## config.mk

```make
export PLATFORM = sky130hd
export DESIGN_NAME = mips_multicycle_ctrl_flat
export DESIGN_NICKNAME = d
export VERILOG_FILES = /design/src/rtl/mips_multicycle_ctrl_if.sv /design/src/rtl/mips_multicycle_ctrl.sv /design/src/flat_wrapper.sv
export SDC_FILE = /design/constraint.sdc
export NUM_CORES = 1
export LEC_CHECK = 0
export ABC_CLOCK_PERIOD_IN_PS = 2400
export CAP_MARGIN = 20
export CELL_PAD_IN_SITES_DETAIL_PLACEMENT = 0
export CELL_PAD_IN_SITES_GLOBAL_PLACEMENT = 2
export CORE_MARGIN = 2
export CORE_UTILIZATION = 30
export DETAILED_ROUTE_END_ITERATION = 10
export HOLD_SLACK_MARGIN = 0.1
export PLACE_DENSITY_LB_ADDON = 0.1
export SKIP_CTS_REPAIR_TIMING = 1
export SYNTH_ARGS = -nofsm -noshare
export SYNTH_HDL_FRONTEND = slang
export SYNTH_SLANG_ARGS = --single-unit
```

## constraint.sdc

```tcl
create_clock -name clk_i -period 2.4 [get_ports clk_i]
set_input_delay 0.48 -clock clk_i [delete_from_list [all_inputs] [get_ports clk_i]]
set_output_delay 0.48 -clock clk_i [all_outputs]
set_load 0.02 [all_outputs]
```

## src/rtl/mips_multicycle_ctrl_if.sv

```systemverilog
// Memory-port handshake between the multicycle control FSM and memory.
interface mips_multicycle_ctrl_if;
  logic mem_req_o;
  logic memWrite_o;
  logic iorD_o;
  logic mem_ready_i;

  modport master (
    output mem_req_o,
    output memWrite_o,
    output iorD_o,
    input  mem_ready_i
  );

  modport slave (
    input  mem_req_o,
    input  memWrite_o,
    input  iorD_o,
    output mem_ready_i
  );
endinterface

```

## src/rtl/mips_multicycle_ctrl.sv

```systemverilog
// Main control FSM of the multicycle MIPS core, with memory
// ready/timeout handling and a retired-instruction counter.
module mips_multicycle_ctrl #(
  parameter int MEM_TIMEOUT = 15,
  parameter int CNT_W       = 32
) (
  input  logic                   clk_i,
  input  logic                   rst_i,
  mips_multicycle_ctrl_if.master mem,
  input  logic [5:0]             opcode_i,
  input  logic                   zero_i,
  output logic                   irWrite_o,
  output logic                   regDst_o,
  output logic                   memToReg_o,
  output logic                   regWrite_o,
  output logic                   aluSrcA_o,
  output logic [1:0]             aluSrcB_o,
  output logic [1:0]             ALUop_o,
  output logic [1:0]             pcSrc_o,
  output logic                   pcEn_o,
  output logic                   trap_o,
  output logic [CNT_W-1:0]       retired_o
);

  localparam int WW = $clog2(MEM_TIMEOUT + 1);
  localparam logic [WW-1:0] WAIT_LAST = WW'(MEM_TIMEOUT - 1);

  localparam logic [5:0] OP_R    = 6'b000000;
  localparam logic [5:0] OP_LW   = 6'b100011;
  localparam logic [5:0] OP_SW   = 6'b101011;
  localparam logic [5:0] OP_BEQ  = 6'b000100;
  localparam logic [5:0] OP_ADDI = 6'b001000;
  localparam logic [5:0] OP_J    = 6'b000010;

  typedef enum logic [3:0] {
    S_FETCH, S_DECODE, S_MEMADR, S_MEMRD,
    S_MEMWB, S_MEMWR, S_EXEC, S_ALUWB,
    S_BRANCH, S_ADDIEX, S_ADDIWB, S_JUMP,
    S_TRAP
  } state_t;

  state_t        state, state_n;
  logic [WW-1:0] wait_q, wait_n;
  logic          ready, mem_st, retire;
  logic          is_r, is_lw, is_sw, is_beq, is_addi, is_j;

  assign ready   = mem.mem_ready_i;
  assign is_r    = opcode_i == OP_R;
  assign is_lw   = opcode_i == OP_LW;
  assign is_sw   = opcode_i == OP_SW;
  assign is_beq  = opcode_i == OP_BEQ;
  assign is_addi = opcode_i == OP_ADDI;
  assign is_j    = opcode_i == OP_J;

  always_ff @(posedge clk_i or posedge rst_i) begin
    if (rst_i) begin
      state     <= S_FETCH;
      wait_q    <= '0;
      retired_o <= '0;
    end else begin
      state  <= state_n;
      wait_q <= wait_n;
      if (retire)
        retired_o <= retired_o + CNT_W'(1);
    end
  end

  always_comb begin
    state_n = state;
    mem_st  = 1'b0;
    unique case (state)
      S_FETCH: begin
        mem_st = 1'b1;
        if (ready) state_n = S_DECODE;
      end
      S_DECODE: begin
        unique case (1'b1)
          is_lw, is_sw: state_n = S_MEMADR;
          is_r:         state_n = S_EXEC;
          is_beq:       state_n = S_BRANCH;
          is_addi:      state_n = S_ADDIEX;
          is_j:         state_n = S_JUMP;
          default:      state_n = S_TRAP;
        endcase
      end
      S_MEMADR: state_n = is_lw ? S_MEMRD : S_MEMWR;
      S_MEMRD: begin
        mem_st = 1'b1;
        if (ready) state_n = S_MEMWB;
      end
      S_MEMWR: begin
        mem_st = 1'b1;
        if (ready) state_n = S_FETCH;
      end
      S_EXEC:   state_n = S_ALUWB;
      S_ADDIEX: state_n = S_ADDIWB;
      S_MEMWB, S_ALUWB, S_BRANCH,
      S_ADDIWB, S_JUMP: state_n = S_FETCH;
      S_TRAP:   state_n = S_TRAP;
      default:  state_n = S_TRAP;
    endcase
    // ready on the last allowed wait cycle still completes the access
    if (mem_st && !ready && wait_q == WAIT_LAST)
      state_n = S_TRAP;
  end

  assign wait_n = (mem_st && !ready && state_n == state) ?
                  wait_q + WW'(1) : '0;
  assign retire = state_n == S_FETCH && state != S_FETCH;

  always_comb begin
    mem.mem_req_o  = 1'b0;
    mem.memWrite_o = 1'b0;
    mem.iorD_o     = 1'b0;
    irWrite_o      = 1'b0;
    regDst_o       = 1'b0;
    memToReg_o     = 1'b0;
    regWrite_o     = 1'b0;
    aluSrcA_o      = 1'b0;
    aluSrcB_o      = 2'b00;
    ALUop_o        = 2'b00;
    pcSrc_o        = 2'b00;
    pcEn_o         = 1'b0;
    trap_o         = 1'b0;
    if (!rst_i) begin
      unique case (state)
        S_FETCH: begin
          mem.mem_req_o = 1'b1;
          aluSrcB_o     = 2'b01;
          irWrite_o     = ready;
          pcEn_o        = ready;
        end
        S_DECODE: aluSrcB_o = 2'b11;
        S_MEMADR, S_ADDIEX: begin
          aluSrcA_o = 1'b1;
          aluSrcB_o = 2'b10;
        end
        S_MEMRD: begin
          mem.mem_req_o = 1'b1;
          mem.iorD_o    = 1'b1;
        end
        S_MEMWB: begin
          memToReg_o = 1'b1;
          regWrite_o = 1'b1;
        end
        S_MEMWR: begin
          mem.mem_req_o  = 1'b1;
          mem.iorD_o     = 1'b1;
          mem.memWrite_o = ready;
        end
        S_EXEC: begin
          aluSrcA_o = 1'b1;
          ALUop_o   = 2'b10;
        end
        S_ALUWB: begin
          regDst_o   = 1'b1;
          regWrite_o = 1'b1;
        end
        S_BRANCH: begin
          aluSrcA_o = 1'b1;
          ALUop_o   = 2'b01;
          pcSrc_o   = 2'b01;
          pcEn_o    = zero_i;
        end
        S_ADDIWB: regWrite_o = 1'b1;
        S_JUMP: begin
          pcSrc_o = 2'b10;
          pcEn_o  = 1'b1;
        end
        S_TRAP:  trap_o = 1'b1;
        default: trap_o = 1'b0;
      endcase
    end
  end

endmodule

```

## src/flat_wrapper.sv

```systemverilog
// flat-port wrapper written by rule: the top's interface ports become plain ports
module mips_multicycle_ctrl_flat 
#(
  parameter int MEM_TIMEOUT = 15,
  parameter int CNT_W       = 32
)
  (clk_i, rst_i, opcode_i, zero_i, irWrite_o, regDst_o, memToReg_o, regWrite_o, aluSrcA_o, aluSrcB_o, ALUop_o, pcSrc_o, pcEn_o, trap_o, retired_o, mem_mem_req_o, mem_memWrite_o, mem_iorD_o, mem_mem_ready_i);
  mips_multicycle_ctrl_if mem_i ();
  input  logic clk_i;
  input  logic rst_i;
  input  logic [5:0] opcode_i;
  input  logic zero_i;
  output logic irWrite_o;
  output logic regDst_o;
  output logic memToReg_o;
  output logic regWrite_o;
  output logic aluSrcA_o;
  output logic [1:0] aluSrcB_o;
  output logic [1:0] ALUop_o;
  output logic [1:0] pcSrc_o;
  output logic pcEn_o;
  output logic trap_o;
  output logic [CNT_W-1:0] retired_o;
  output wire logic [$bits(mem_i.mem_req_o)-1:0] mem_mem_req_o;
  output wire logic [$bits(mem_i.memWrite_o)-1:0] mem_memWrite_o;
  output wire logic [$bits(mem_i.iorD_o)-1:0] mem_iorD_o;
  input wire logic [$bits(mem_i.mem_ready_i)-1:0] mem_mem_ready_i;
  assign mem_mem_req_o = mem_i.mem_req_o;
  assign mem_memWrite_o = mem_i.memWrite_o;
  assign mem_iorD_o = mem_i.iorD_o;
  assign mem_i.mem_ready_i = mem_mem_ready_i;
  mips_multicycle_ctrl #(.MEM_TIMEOUT(MEM_TIMEOUT), .CNT_W(CNT_W)) u_core (.clk_i(clk_i), .rst_i(rst_i), .mem(mem_i), .opcode_i(opcode_i), .zero_i(zero_i), .irWrite_o(irWrite_o), .regDst_o(regDst_o), .memToReg_o(memToReg_o), .regWrite_o(regWrite_o), .aluSrcA_o(aluSrcA_o), .aluSrcB_o(aluSrcB_o), .ALUop_o(ALUop_o), .pcSrc_o(pcSrc_o), .pcEn_o(pcEn_o), .trap_o(trap_o), .retired_o(retired_o));
endmodule
```

* Word level (Yosys, flattened, before mapping) *
Cells that the tools add are included.

cells by class
  reduce and logical (&&, ||, !) cells = 16
  multiplexer cells = 34
  $add $sub $neg = 2
  eq/ne operators = 19

operators by type and width
  cell                                                              count
  32-bit by 1-bit adder with 32-bit output (second input constant)  1
  4-bit case mux with 8 select lines                                1
  4-bit == test (second input constant)                             6
  4-bit two-way mux                                                 5
  4-bit case mux with 5 select lines                                1
  1-bit two-way mux                                                 19
  4-bit by 3-bit == test with 1-bit output (second input constant)  4
  6-bit == test (second input constant)                             2
  4-bit by 2-bit == test with 1-bit output (second input constant)  2
  4-bit logical NOT                                                 2
  2-bit case mux with 2 select lines                                2
  6-bit by 2-bit == test with 1-bit output (second input constant)  1
  6-bit by 3-bit == test with 1-bit output (second input constant)  1
  6-bit by 4-bit == test with 1-bit output (second input constant)  1
  6-bit logical NOT                                                 1
  2-bit two-way mux                                                 3
  2-bit case mux with 3 select lines                                1
  2-bit OR reduction                                                3
  3-bit OR reduction                                                2
  5-bit OR reduction                                                1
  4-bit by 1-bit adder with 4-bit output (second input constant)    1
  4-bit by 1-bit == test with 1-bit output (second input constant)  1
  4-bit == test                                                     1
  1-bit logical AND                                                 4
  other kinds (5)                                                   5

storage, ports and cells
  register bits = 40
  logic and storage cells = 74
  input port bits = 10
  output and inout bits = 48

* Longest topological paths before layout *
  depth in word-level cells = 9
  depth in mapped cells = 9

* Least setup slack after synthesis *
OpenSTA, ideal clock, no wires.

  path kind = reg2out
  start = register u_core.state[1]
  end = output pcEn_o
  buffers on the path = 2
  cell stages (with the launch flop) = 6
  data required time = 1.920 ns
  setup slack = -0.172 ns
  arrival = 2.092 ns
  path through = dfrtp_1 > buf_4 > clkbuf_1 > or3_1 > nor4_1 > or2_2

between the ends
  cells in the longest elaborated chain, start to end = 3

ends and longest elaborated chain
  item                                                       line                         source
  start: declaration                                         mips_multicycle_ctrl.sv:42   state_t state, state_n;
  start signal: assignment                                   mips_multicycle_ctrl.sv:61   state <= state_n;
  4-bit == test / 4-bit logical NOT (equally long branches)  mips_multicycle_ctrl.sv:126  unique case (state)
  1-bit case mux with 3 select lines (*)                     mips_multicycle_ctrl.sv:126
  1-bit two-way mux (*)                                      mips_multicycle_ctrl.sv:125  if (!rst_i) begin
  end: declaration                                           flat_wrapper.sv:21           output logic pcEn_o;

Every way passes the cells marked *; elsewhere a longest branch is shown, timed or not.

* Worst setup path after layout *
  start = input mem_mem_ready_i
  end = register u_core.retired_o[8]

between the ends
  cells in the longest elaborated chain, start to end = 6

ends and longest elaborated chain
  item                                                                                        line                         source
  start: declaration                                                                          flat_wrapper.sv:27           input wire logic [$bits(mem_i.mem_ready_i)-1:0] mem_mem_ready_i;
  parallel branches: the longest is 3 deep, another holds 4-bit case mux with 8 select lines  -
  4-bit two-way mux (*)                                                                       mips_multicycle_ctrl.sv:103  if (mem_st && !ready && wait_q == WAIT_LAST)
  4-bit logical NOT (*)                                                                       mips_multicycle_ctrl.sv:109  assign retire = state_n == S_FETCH && state != S_FETCH;
  1-bit logical AND (*)                                                                       mips_multicycle_ctrl.sv:109
  end signal: assignment                                                                      mips_multicycle_ctrl.sv:64   retired_o <= retired_o + CNT_W'(1);
  end: declaration                                                                            mips_multicycle_ctrl.sv:22   output logic [CNT_W-1:0] retired_o

Mark *: on every way between the ends.
A chain may end at the register's enable or synchronous reset.

==> results.md <==
* Peak VDD IR at 181 uV
* Top-count cell post-synth: dfrtp_1
* Final instance count without filler cells at roughly 430
* Global-route wire length before repair at ~9900 um
* Cell taking the most area after synthesis: dfrtp_1
* Flops & latches, synth at 40
* Number of top-level pins at just under 60
* PnR worst setup slack at 101 ps
* Vias at 2,110
* Fillers at 741
* Max FO, Critical Path at 15
* Initial drt markers at 46
* Netlist cell types at 43
* Arrival time worst endpoint at between 2000 and 2500 ps
* Number of global-route vias before repair at 2,064
* Hold Startpoint: u_core.wait_q[0]
* Hold path depth at 1
* CTS Buf Count at 5
* Final RePlAce weighted congestion at 0.789
* GRT Total Usage at 14.4%
* Crit Path Category: input pin to flip-flop
* Most Crowded Layer GR: met2
* Adder-cell area share of the yosys netlist at 1.60%
* Cells after Synth at 250
* Post-Synthesis Mean Instance Area at 9.38 um^2
* Status: finished clean
* Simple-gate share of the synthesized area at between 30% and 40%
* CP startpoint: mem_mem_ready_i
* Final-report hold violation count at 0
* Die Y at ~92 um
* Fmax achieved at around 430 MHz
* Final hold slack at 494 ps
* H-Tree Depth at 2
* Root buffer cell: clkbuf_8
* Max clock buf depth at 2
* Synth top cells by count: 40 x dfrtp_1, 32 x xnor2_1, 26 x nor2_1, 20 x nand3_1, 17 x and3_1
* Slew Limit Fails at 0
* Clk slew on worst S/H paths at 80 ps
* Register area share after synthesis at 42.7%
* Final Total Pwr at 1300 uW
* Synth Warn # at 0
* Met1 GRT Util at between 15 and 20%
* GRT overflow at 0
* Row cnt at 32
* Flop2flop setup slack at around 160 ps
* Layout area overhead at 47.7%
* Share of cells above drive strength 1 at 17.0%
* Vias per cell at 4.88
* Detailed placer's ending HPWL at 4230 um
* Synth Cell Area at about 2300 um^2
* Die span in x at 92.4 um
* Antenna diodes at 0
* Final Setup Violations at 0
* Cell count of the worst reg-to-reg path at 9
* Port Buffers at 57
* Rel. slew slack at 59.2%
* Drt drc at 0
* Mux contribution to synthesized area at 0.907%
* Slew @ Worst Pin at 611 ps
* Critical R2R Capture: u_core.retired_o[8]
* Kind of start point of the critical path: input pin
* Drt wl/cell at 14.1 um
* Largest net degree at the start of global routing at 32
* HP Class: flip-flop to flip-flop
* Post-layout min period at ~2300 ps
* DRT Wirelength at 6100 um
* Most used DFF post-synth: dfrtp_1
* Syn nets at 263
* XOR/XNOR Fraction of Synth Area at roughly an eighth
* DR pass1 iterations at 4
* Crit path required time at 2580 ps
* Initial core utilization at 30.7%
* Max-Cap Viols at 0
* Met3 Track Usage GR at 2.44%
* Main combinational cell family by area after synthesis: simple AND/OR/NAND/NOR gates
* Worst r2r src: u_core.state[0]
* Pwr/cell area at 375 nW/um^2
* Final period util at 95.8%
* Fraction of registers with async set/reset at 100%
* CTS Sinks at 40
* Multi-input gate area at about 1300 um^2
* Number of synthesized flops with an enable pin at 0
* Die Area at 8540 um^2
* Cells after DPL at around 420
* Synth Area in Compound Gates at 5.92%
* Setup crit end kind: flip-flop
* Final #Nets at 342
* Yosys top cell area share at 42.7%
* ANT nets after route at 0
* WHS Endpoint: u_core.wait_q[0]
* Clk_skew at 6.25 ps
* CTS tree: yes
* Pleak at 0.00175 uW
* Initial antenna violation count at 0
* FF+latch area at 1000 um^2
* Core area at 7650 um^2
* Dpl ws at -367 ps
* Worst skew pair latency at between 200 and 300 ps
* Area contributors post-synth: dfrtp_1 43%, xnor2_1 12%, and3_1 4.5%
* GR Util met2 at 24.6%
logic make-up after synthesis:
logic type	Yosys count
AOI/OAI and AO/OA	19
xor gates and xnor gates	35
adders and majority gates	3
buffers and inverters	21
DFF	40
muxes	2
and+or+nand+nor	130
worst max-delay path, stage by stage:
cell             delay, ps
clkdlybuf4s50_1        470
buf_4                  170
nand2_1                 60
nor2_1                 120
buf_4                  130
nor4_2                  30
buf_4                  150
nor4_4                 250
buf_6                  180
clkbuf_16              170
nand3_1                 90
xnor2_1                170
sequential cells by signal, summed over array words and instances (netlist names):
register / cells
u_core.retired_o: 32
u_core.state: 4
u_core.wait_q: 4
layer usage:
metal | part of all wire, % | vias up
li1 | - | 1045
met1 | 44 | 1006
met2 | 51 | 51
met3 | 3.7 | 8
met4 | 1.4 | 0
met5 | 0 | -
layout make-up:
| class | instances | area share [%] |
|---|---|---|
| Tap cell | 102 | 3.68 |
| Clock buffer | 5 | 1.99 |
| Inverter | 3 | 0.325 |
| Timing Repair Buffer | 90 | 26.7 |
| Multi-Input combinational cell | 189 | 37.1 |
| Sequential cell | 40 | 29.0 |
| Clock inverter | 3 | 1.23 |
placed cells by master (no fill, tap or decap), types with 4 or more instances in the layout:
cell / instances
nor3_1: 9
dlymetal6s2s_1: 22
buf_4: 29
clkbuf_8: 5
nand2_1: 13
nand2b_1: 6
nor4_2: 4
dfrtp_1: 38
nand3_1: 20
xnor2_1: 31
nor2_1: 26
nand4_1: 13
and4_1: 4
clkdlybuf4s50_1: 35
o21ai_0: 4
and3_1: 16
through the flow:
stage	area, um^2	setup TNS [ps]	util, %
after global routing	3470	-4.01	45.3
final	3470	0	45.3
after CTS	3280	-3080	42.9
after floorplan	2350	0	-
after detailed placement	3170	-12230	41.4
after global placement	3170	-12860	41.4
worst max path at each step:
stage | slack, ps | depth (start not counted) | end
6_report | 100 | 12 | u_core.retired_o[8]
5_1_grt | -4 | 12 | u_core.retired_o[8]
4_1_cts | -290 | 5 | pcEn_o
3_5_place_dp | -370 | 10 | u_core.retired_o[10]
3_3_place_gp | -380 | 10 | u_core.retired_o[4]
2_1_floorplan | 100 | 5 | pcEn_o
power by group:
part | switching (uW) | internal, uW
logic | 40.8 | 38.1
clock network | 240 | 308
registers | 0 | 673
Note: power is estimated with default switching activity, not from simulation.
